**src/rtl/sprite_draw_ctrl_if.sv**
```systemverilog
// Sprite draw controller bus bundle.
// Purpose: groups the start/done handshake, the sprite RAM read port and the
// VGA pixel-write port into one interface.
// Modports:
//   master - environment side (game FSM, sprite RAM, VGA adapter):
//            drives start/erase/base_x/base_y/rom_data, observes the rest
//   slave  - the controller itself (sprite_draw_ctrl)
// Signals:
//   start, erase, base_x[7:0], base_y[6:0]  draw request and its parameters
//   busy, done                              draw status
//   rom_addr[9:0], rom_data[15:0]           sprite RAM read port
//   vga_x[7:0], vga_y[6:0], vga_colour[2:0], plot   pixel write port
interface sprite_draw_ctrl_if;
    logic        start;
    logic        erase;
    logic [7:0]  base_x;
    logic [6:0]  base_y;
    logic        busy;
    logic        done;
    logic [9:0]  rom_addr;
    logic [15:0] rom_data;
    logic [7:0]  vga_x;
    logic [6:0]  vga_y;
    logic [2:0]  vga_colour;
    logic        plot;

    modport master (
        output start, erase, base_x, base_y, rom_data,
        input  busy, done, rom_addr, vga_x, vga_y, vga_colour, plot
    );

    modport slave (
        input  start, erase, base_x, base_y, rom_data,
        output busy, done, rom_addr, vga_x, vga_y, vga_colour, plot
    );
endinterface

```
**src/rtl/sprite_draw_ctrl.sv**
```systemverilog
// Sprite draw controller.
// Purpose: on start, walks sprite entries from address 0, offsets each entry
// by the base position latched at start, clips to the screen, drops
// transparent pixels and issues one-cycle plot strobes. Three cycles per
// entry (READ, WAIT, PLOT); the walk ends at the entry with more=0 or at
// address DEPTH-1, followed by a one-cycle done pulse.
// Ports:
//   clk    - system clock
//   reset  - synchronous, active-high reset
//   bus    - sprite_draw_ctrl_if.slave (handshake, sprite RAM, VGA port)
// Entry format in rom_data: {x[15:10], y[9:4], colour[3:1], more[0]}.
module sprite_draw_ctrl #(
    parameter int          DEPTH       = 800,
    parameter int          SCREEN_W    = 160,
    parameter int          SCREEN_H    = 120,
    parameter logic [2:0]  TRANSPARENT = 3'b000,
    parameter logic [2:0]  BG_COLOUR   = 3'b000
) (
    input logic               clk,
    input logic               reset,
    sprite_draw_ctrl_if.slave bus
);

    localparam logic [9:0] LAST_ADDR    = 10'(DEPTH - 1);
    localparam logic [8:0] SCREEN_W_LIM = 9'(SCREEN_W);
    localparam logic [7:0] SCREEN_H_LIM = 8'(SCREEN_H);

    typedef enum logic [2:0] {
        IDLE,
        READ,
        WAIT,
        PLOT,
        DONE
    } state_t;

    state_t      state_reg,  state_next;
    logic [9:0]  addr_reg,   addr_next;
    logic [7:0]  base_x_reg, base_x_next;
    logic [6:0]  base_y_reg, base_y_next;
    logic        erase_reg,  erase_next;
    logic [7:0]  vga_x_reg,  vga_x_next;
    logic [6:0]  vga_y_reg,  vga_y_next;
    logic [2:0]  colour_reg, colour_next;
    logic        plot_reg,   plot_next;
    logic        last_reg,   last_next;
    logic        busy_reg,   busy_next;
    logic        done_reg,   done_next;

    // Entry fields and screen-space position of the entry being fetched.
    logic [5:0]  entry_x;
    logic [5:0]  entry_y;
    logic [2:0]  entry_colour;
    logic        entry_more;
    logic [8:0]  sx;
    logic [7:0]  sy;
    logic        vis;

    assign entry_x      = bus.rom_data[15:10];
    assign entry_y      = bus.rom_data[9:4];
    assign entry_colour = bus.rom_data[3:1];
    assign entry_more   = bus.rom_data[0];

    // One extra bit keeps the sum from wrapping back onto the screen.
    assign sx  = {1'b0, base_x_reg} + {3'b000, entry_x};
    assign sy  = {1'b0, base_y_reg} + {2'b00, entry_y};
    assign vis = (sx < SCREEN_W_LIM) && (sy < SCREEN_H_LIM)
                 && (entry_colour != TRANSPARENT);

    always_comb begin
        state_next  = state_reg;
        addr_next   = addr_reg;
        base_x_next = base_x_reg;
        base_y_next = base_y_reg;
        erase_next  = erase_reg;
        vga_x_next  = vga_x_reg;
        vga_y_next  = vga_y_reg;
        colour_next = colour_reg;
        last_next   = last_reg;
        busy_next   = busy_reg;
        plot_next   = 1'b0;
        done_next   = 1'b0;

        case (state_reg)
            IDLE: begin
                if (bus.start) begin
                    base_x_next = bus.base_x;
                    base_y_next = bus.base_y;
                    erase_next  = bus.erase;
                    addr_next   = '0;
                    busy_next   = 1'b1;
                    state_next  = READ;
                end
            end
            // Address is held through READ and WAIT so a registered-read RAM
            // has its data ready by the WAIT exit edge.
            READ: begin
                state_next = WAIT;
            end
            WAIT: begin
                vga_x_next  = sx[7:0];
                vga_y_next  = sy[6:0];
                colour_next = erase_reg ? BG_COLOUR : entry_colour;
                plot_next   = vis;
                last_next   = !entry_more || (addr_reg == LAST_ADDR);
                state_next  = PLOT;
            end
            PLOT: begin
                if (last_reg) begin
                    done_next  = 1'b1;
                    state_next = DONE;
                end else begin
                    addr_next  = addr_reg + 10'd1;
                    state_next = READ;
                end
            end
            DONE: begin
                busy_next  = 1'b0;
                state_next = IDLE;
            end
            default: begin
                busy_next  = 1'b0;
                state_next = IDLE;
            end
        endcase
    end

    always_ff @(posedge clk) begin
        if (reset) begin
            state_reg  <= IDLE;
            addr_reg   <= '0;
            base_x_reg <= '0;
            base_y_reg <= '0;
            erase_reg  <= 1'b0;
            vga_x_reg  <= '0;
            vga_y_reg  <= '0;
            colour_reg <= '0;
            plot_reg   <= 1'b0;
            last_reg   <= 1'b0;
            busy_reg   <= 1'b0;
            done_reg   <= 1'b0;
        end else begin
            state_reg  <= state_next;
            addr_reg   <= addr_next;
            base_x_reg <= base_x_next;
            base_y_reg <= base_y_next;
            erase_reg  <= erase_next;
            vga_x_reg  <= vga_x_next;
            vga_y_reg  <= vga_y_next;
            colour_reg <= colour_next;
            plot_reg   <= plot_next;
            last_reg   <= last_next;
            busy_reg   <= busy_next;
            done_reg   <= done_next;
        end
    end

    assign bus.busy       = busy_reg;
    assign bus.done       = done_reg;
    assign bus.rom_addr   = addr_reg;
    assign bus.vga_x      = vga_x_reg;
    assign bus.vga_y      = vga_y_reg;
    assign bus.vga_colour = colour_reg;
    assign bus.plot       = plot_reg;

endmodule

```
**src/flat_wrapper.sv**
```systemverilog
// flat-port wrapper written by rule: the top's interface ports become plain ports
module sprite_draw_ctrl_flat 
#(
    parameter int          DEPTH       = 800,
    parameter int          SCREEN_W    = 160,
    parameter int          SCREEN_H    = 120,
    parameter logic [2:0]  TRANSPARENT = 3'b000,
    parameter logic [2:0]  BG_COLOUR   = 3'b000
)
  (clk, reset, bus_start, bus_erase, bus_base_x, bus_base_y, bus_rom_data, bus_busy, bus_done, bus_rom_addr, bus_vga_x, bus_vga_y, bus_vga_colour, bus_plot);
  sprite_draw_ctrl_if bus_i ();
  input logic clk;
  input logic reset;
  input wire logic [$bits(bus_i.start)-1:0] bus_start;
  input wire logic [$bits(bus_i.erase)-1:0] bus_erase;
  input wire logic [$bits(bus_i.base_x)-1:0] bus_base_x;
  input wire logic [$bits(bus_i.base_y)-1:0] bus_base_y;
  input wire logic [$bits(bus_i.rom_data)-1:0] bus_rom_data;
  output wire logic [$bits(bus_i.busy)-1:0] bus_busy;
  output wire logic [$bits(bus_i.done)-1:0] bus_done;
  output wire logic [$bits(bus_i.rom_addr)-1:0] bus_rom_addr;
  output wire logic [$bits(bus_i.vga_x)-1:0] bus_vga_x;
  output wire logic [$bits(bus_i.vga_y)-1:0] bus_vga_y;
  output wire logic [$bits(bus_i.vga_colour)-1:0] bus_vga_colour;
  output wire logic [$bits(bus_i.plot)-1:0] bus_plot;
  assign bus_i.start = bus_start;
  assign bus_i.erase = bus_erase;
  assign bus_i.base_x = bus_base_x;
  assign bus_i.base_y = bus_base_y;
  assign bus_i.rom_data = bus_rom_data;
  assign bus_busy = bus_i.busy;
  assign bus_done = bus_i.done;
  assign bus_rom_addr = bus_i.rom_addr;
  assign bus_vga_x = bus_i.vga_x;
  assign bus_vga_y = bus_i.vga_y;
  assign bus_vga_colour = bus_i.vga_colour;
  assign bus_plot = bus_i.plot;
  sprite_draw_ctrl #(.DEPTH(DEPTH), .SCREEN_W(SCREEN_W), .SCREEN_H(SCREEN_H), .TRANSPARENT(TRANSPARENT), .BG_COLOUR(BG_COLOUR)) u_core (.clk(clk), .reset(reset), .bus(bus_i));
endmodule
```
**config.mk**
```make
export PLATFORM = sky130hd
export DESIGN_NAME = sprite_draw_ctrl_flat
export DESIGN_NICKNAME = d
export VERILOG_FILES = /design/src/rtl/sprite_draw_ctrl_if.sv /design/src/rtl/sprite_draw_ctrl.sv /design/src/flat_wrapper.sv
export SDC_FILE = /design/constraint.sdc
export NUM_CORES = 1
export LEC_CHECK = 0
export CORE_MARGIN = 2
export CORE_UTILIZATION = 26
export CTS_CLUSTER_SIZE = 40
export DETAILED_ROUTE_END_ITERATION = 16
export SETUP_SLACK_MARGIN = 0.2
export SYNTH_ARGS = -nofsm -noshare
export SYNTH_HDL_FRONTEND = slang
export SYNTH_SLANG_ARGS = --single-unit
```
**constraint.sdc**
```tcl
create_clock -name clk -period 2.05 [get_ports clk]
set_input_delay 0.205 -clock clk [delete_from_list [all_inputs] [get_ports clk]]
set_output_delay 0.205 -clock clk [all_outputs]
set_load 0.02 [all_outputs]
```
# --- After elaboration in Yosys (flattened, before gate mapping) ---
# Index checks and enable logic that the tools add are counted.
totals:
  register_bits: 51
  elab_cells: 49
classes:
  add_sub_neg: 3
  n_lt_le_gt_ge: 2
  n_eq_ne: 6
  mux: 10
  n_bitwise: 3
  n_reduce_logical: 13
ops:
  columns: ["cell", "n"]
  rows:
  - ["two-way mux 10 bit", 2]
  - ["case mux 10 bit (2 select lines)", 1]
  - ["case mux 3 bit (4 select lines)", 1]
  - ["adder 10 x 1 -> 10 bit, second input constant", 1]
  - ["equality test 10 bit, second input constant", 1]
  - ["adder 8 x 6 -> 9 bit", 1]
  - ["< comparator 9 x 8 -> 1 bit, second input constant", 1]
  - ["two-way mux 3 bit", 3]
  - ["adder 7 x 6 -> 8 bit", 1]
  - ["< comparator 8 x 7 -> 1 bit, second input constant", 1]
  - ["equality test 3 x 2 -> 1 bit, second input constant", 2]
  - ["!= test 2 bit, second input constant", 2]
  - ["AND reduction 2 bit", 2]
  - ["OR reduction 2 bit", 2]
  - ["equality test 3 x 1 -> 1 bit, second input constant", 1]
  - ["zero test 3 bit", 1]
  - ["inverter 1 bit", 3]
  - ["AND reduction 3 bit", 1]
  - ["nonzero test 3 bit", 1]
  - ["OR reduction 3 bit", 1]
  - ["logical AND 1 bit", 2]
  - ["two-way mux 1 bit", 2]
  - ["case mux 1 bit (2 select lines)", 1]
  - ["nonzero test 2 bit", 1]
  - ["2 further kinds", 2]

# --- Longest topological paths before layout ---
logic_depth:
  ltp_word: 4
  depth_mapped: 9

# --- Least setup slack after synthesis ---
# No wires, ideal clock.
synth_path:
  path_kind: "register -> register"
  from: "register u_core.base_x_reg[0]"
  to: "register u_core.plot_reg (netlist: u_core.bus.plot)"
  arrival_ns: 1.711
  slack_ns: 0.223
  stages_incl_launch_ff: 10
  period_less_slack_ns: 1.827
  cell_sequence: "dfxtp_1 ha_1 inv_1 fa_1 nor2b_1 o31ai_1 a21oi_1 or2_2 o21ai_0 o211a_1"
synth_between:
  elab_chain_cells: 4
synth_lines:
  columns: ["item", "line", "source"]
  rows:
  - ["start, declared", "sprite_draw_ctrl.sv:38", "logic [7:0] base_x_reg, base_x_next;"]
  - ["start signal, assigned", "sprite_draw_ctrl.sv:144", "base_x_reg <= base_x_next;"]
  - ["adder 8 x 6 -> 9 bit", "sprite_draw_ctrl.sv:64", "assign sx = {1'b0, base_x_reg} + {3'b000, entry_x};"]
  - ["< comparator 9 x 8 -> 1 bit", "sprite_draw_ctrl.sv:66", "assign vis = (sx < SCREEN_W_LIM) && (sy < SCREEN_H_LIM)"]
  - ["logical AND 1 bit", "sprite_draw_ctrl.sv:66", null]
  - ["logical AND 1 bit", "sprite_draw_ctrl.sv:67", "&& (entry_colour != TRANSPARENT);"]
  - ["end signal, assigned", "sprite_draw_ctrl.sv:150", "plot_reg <= plot_next;"]
  - ["end, declared", "sprite_draw_ctrl.sv:44", "logic plot_reg, plot_next;"]
# No other way between the ends.
# A chain may end at the register's enable or synchronous reset.

# --- Worst setup path after layout ---
# Ends and elaborated chain as after synthesis.

==> flow_metrics.env <==
export IMPL_status="complete, no violations"
export IMPL_synth_area_per_cell_sq_um=8.30
export IMPL_syn_area_sq_um=2470
export IMPL_overflow=0
export IMPL_max_freq_ghz=0.538
export IMPL_cts_sinks=51
export IMPL_fin_skew_ps=12.6
export IMPL_leakage_nw=1.36
export IMPL_synth_seq_cells=51
export IMPL_drc_errors=0
export IMPL_clkTransAtPathRegs_ps=100
export IMPL_drtPass1Iterations=4
export IMPL_finalNonFillerCells=506
export IMPL_rsz0062_at_grt="yes"
export IMPL_multiInputGateArea_sq_um=1440
export IMPL_core_sq_um=9240
export IMPL_powerDensity_nw_per_um2=761
export IMPL_viasPerCell=4.53
export IMPL_port_buffers=65
export IMPL_final_setup_tns_ps=0
export IMPL_final_hold_violation_count=0
export IMPL_fin_total_pwr_mw=2.73
export IMPL_io_pins=66
export IMPL_synth_cell_types=47
export IMPL_routed_wl_um=6550
export IMPL_syn_nets=348
export IMPL_cts_root_buf="clkbuf_8"
export IMPL_synth_edf_count=0
export IMPL_htree_levels=2
export IMPL_cp_end_kind="register"
export IMPL_slew_headroom_pct=70.5
export IMPL_placed_cells=495
export IMPL_drive_gt1_share_pct=15.6
export IMPL_drv_slew=0
export IMPL_ys_seq_area_share_pct=41.3
export IMPL_hold_ws_ps=370
export IMPL_place_hpwl_um=4740
export IMPL_worstSetupPathType="reg2reg"
export IMPL_grt_start_max_net_pins=23
export IMPL_vias=2293
export IMPL_die_h_um=102
export IMPL_syn_inst=298
export IMPL_dieWidth_um=102
export IMPL_num_antenna_cells=0
export IMPL_cts_buffers=5
export IMPL_syn_to_final_growth_pct=45.1
export IMPL_critPathArrivalTime_ps=2120
export IMPL_largest_reg_flops=10
export IMPL_clk_latency_ps=310
export IMPL_wl_per_cell_um=13.0
export IMPL_hp_class="in2reg"
export IMPL_antenna_found_initial=0
export IMPL_ant_nets=0
export IMPL_tritoncts="done"
export IMPL_synth_main_ff_cell="dfxtp_1"
export IMPL_synth_warning_count=0
export IMPL_die_area_sq_um=10300
export IMPL_preCtsSetupSlack_ps=-319
export IMPL_fin_nets=426
export IMPL_setup_viol=0
export IMPL_grt_pass1_vias=2290
export IMPL_layout_common_cells="clkdlybuf4s50_1 (62), nand2_1 (60), dfxtp_1 (47)"
export IMPL_gp_routability_congestion=0.848
export IMPL_fin_crit_ps=1860
export IMPL_rows=35
export IMPL_ys_async_sr_fraction_pct=0
export IMPL_clockBufferDepth=2
export IMPL_worst_slew_pin_slew_ps=441
export IMPL_setup_ws_ps=190
export IMPL_period_share_pct=90.7
export IMPL_cp_max_fo=3
export IMPL_required_ps=2310
export IMPL_grtUsageTotal_pct=13.2
export IMPL_drt_iter0_drc=65
export IMPL_final_common_cell="clkdlybuf4s50_1"
export IMPL_cap_violations=0
export IMPL_irDropWorstVdd_v=0.000301
export IMPL_initial_utilization_pct=26.8
export IMPL_grt_pass1_wl_um=10800
export IMPL_n_fill_cell=970
export IMPL_start_kind="register"
export IMPL_register_area_sq_um=1030
-- timing repair --
action / 4_1_cts / 5_1_grt
gates resized for setup: 19 / 10
endpoints found under the setup margin: 5 / 7
buffers inserted: 1 / 2
cloned: 0 / 0
hold buffers: 0 / 0
pin swaps: 9 / 4
-- area by class of cell --
type	instances	area share (%)
multi-input cells	223	40.0
flip-flops and latches	51	28.6
repair buffers	86	22.6
well taps	129	4.50
clock buffers	6	2.30
clock inverters	2	0.977
inverters	9	0.942
-- worst paths after layout --
kind	start	endpoint	slack (ps)	cells past startpoint
max reg2reg	u_core.base_x_reg[0]	u_core.bus.plot	190	9
max	u_core.base_x_reg[0]	u_core.bus.plot	190	9
min	bus_rom_data[4]	u_core.bus.vga_y[0]	370	4
min reg2reg	u_core.bus.vga_x[6]	u_core.bus.vga_x[6]	460	2
-- logic make-up (layout without fill, tap and decap cells) --
logic type	count (synthesis)	after routing	share of synthesized area, %
xor+xnor	14	14	4.96
simple gates	125	125	24.8
buf+inv	24	103	4.05
flops	51	51	41.3
compound gates	69	69	16.7
fa+ha+maj	15	15	8.20
-- cells in the mapped netlist (2+ instances only) --
cell type	count	area [sq um]
a211o_1	2	17.5
nand2b_1	4	25.0
o31ai_1	2	15.0
clkbuf_1	12	45.0
or3_1	2	12.5
a21oi_1	38	190
o21a_1	3	22.5
nor2_1	22	82.6
o21bai_1	2	15.0
buf_2	2	10.0
xor2_1	6	52.6
nor2_2	2	12.5
nand4_1	5	31.3
nor3_1	7	35.0
and3_1	2	12.5
ha_1	13	163
xnor2_1	8	70.1
nand3b_1	4	30.0
fa_1	2	40.0
nand2_1	60	225
nand3_1	5	25.0
a21o_1	2	15.0
a211oi_1	5	37.5
inv_1	9	33.8
o21ai_0	7	35.0
dfxtp_1	51	1020
-- power by group --
| group | total, mW | switching (mW) | internal, mW | leakage (nW) |
|---|---|---|---|---|
| Clock | 0.733 | 0.337 | 0.396 | 0.0612 |
| Combinational | 0.831 | 0.426 | 0.405 | 0.883 |
| Sequential | 1.17 | 0.0797 | 1.09 | 0.417 |
-- per-layer routing --
metal	global-route usage (%)	share of wire [%]	vias up
li1	-	-	1177
met1	16.8	47	1059
met2	22.7	48	52
met3	2.76	4.8	5
met4	3.12	0.53	0
met5	0	0	-
-- worst max-delay path, cell delays in order (launching register included) --
cell and delay, ps:
dfxtp_2 350, ha_4 170, inv_2 50, fa_2 220, nor2b_4 50, o31ai_2 280, a21oi_2 120, a311o_1 290
a21oi_1 130, o211a_1 150
-- through the flow --
step	utilization [%]	area [sq um]
3_3_place_gp	36.3	3350
5_1_grt	38.8	3590
2_1_floorplan	-	2470
6_report	38.8	3590
3_5_place_dp	36.3	3350
4_1_cts	38.3	3540
Note: power is estimated with default switching activity, not from simulation.
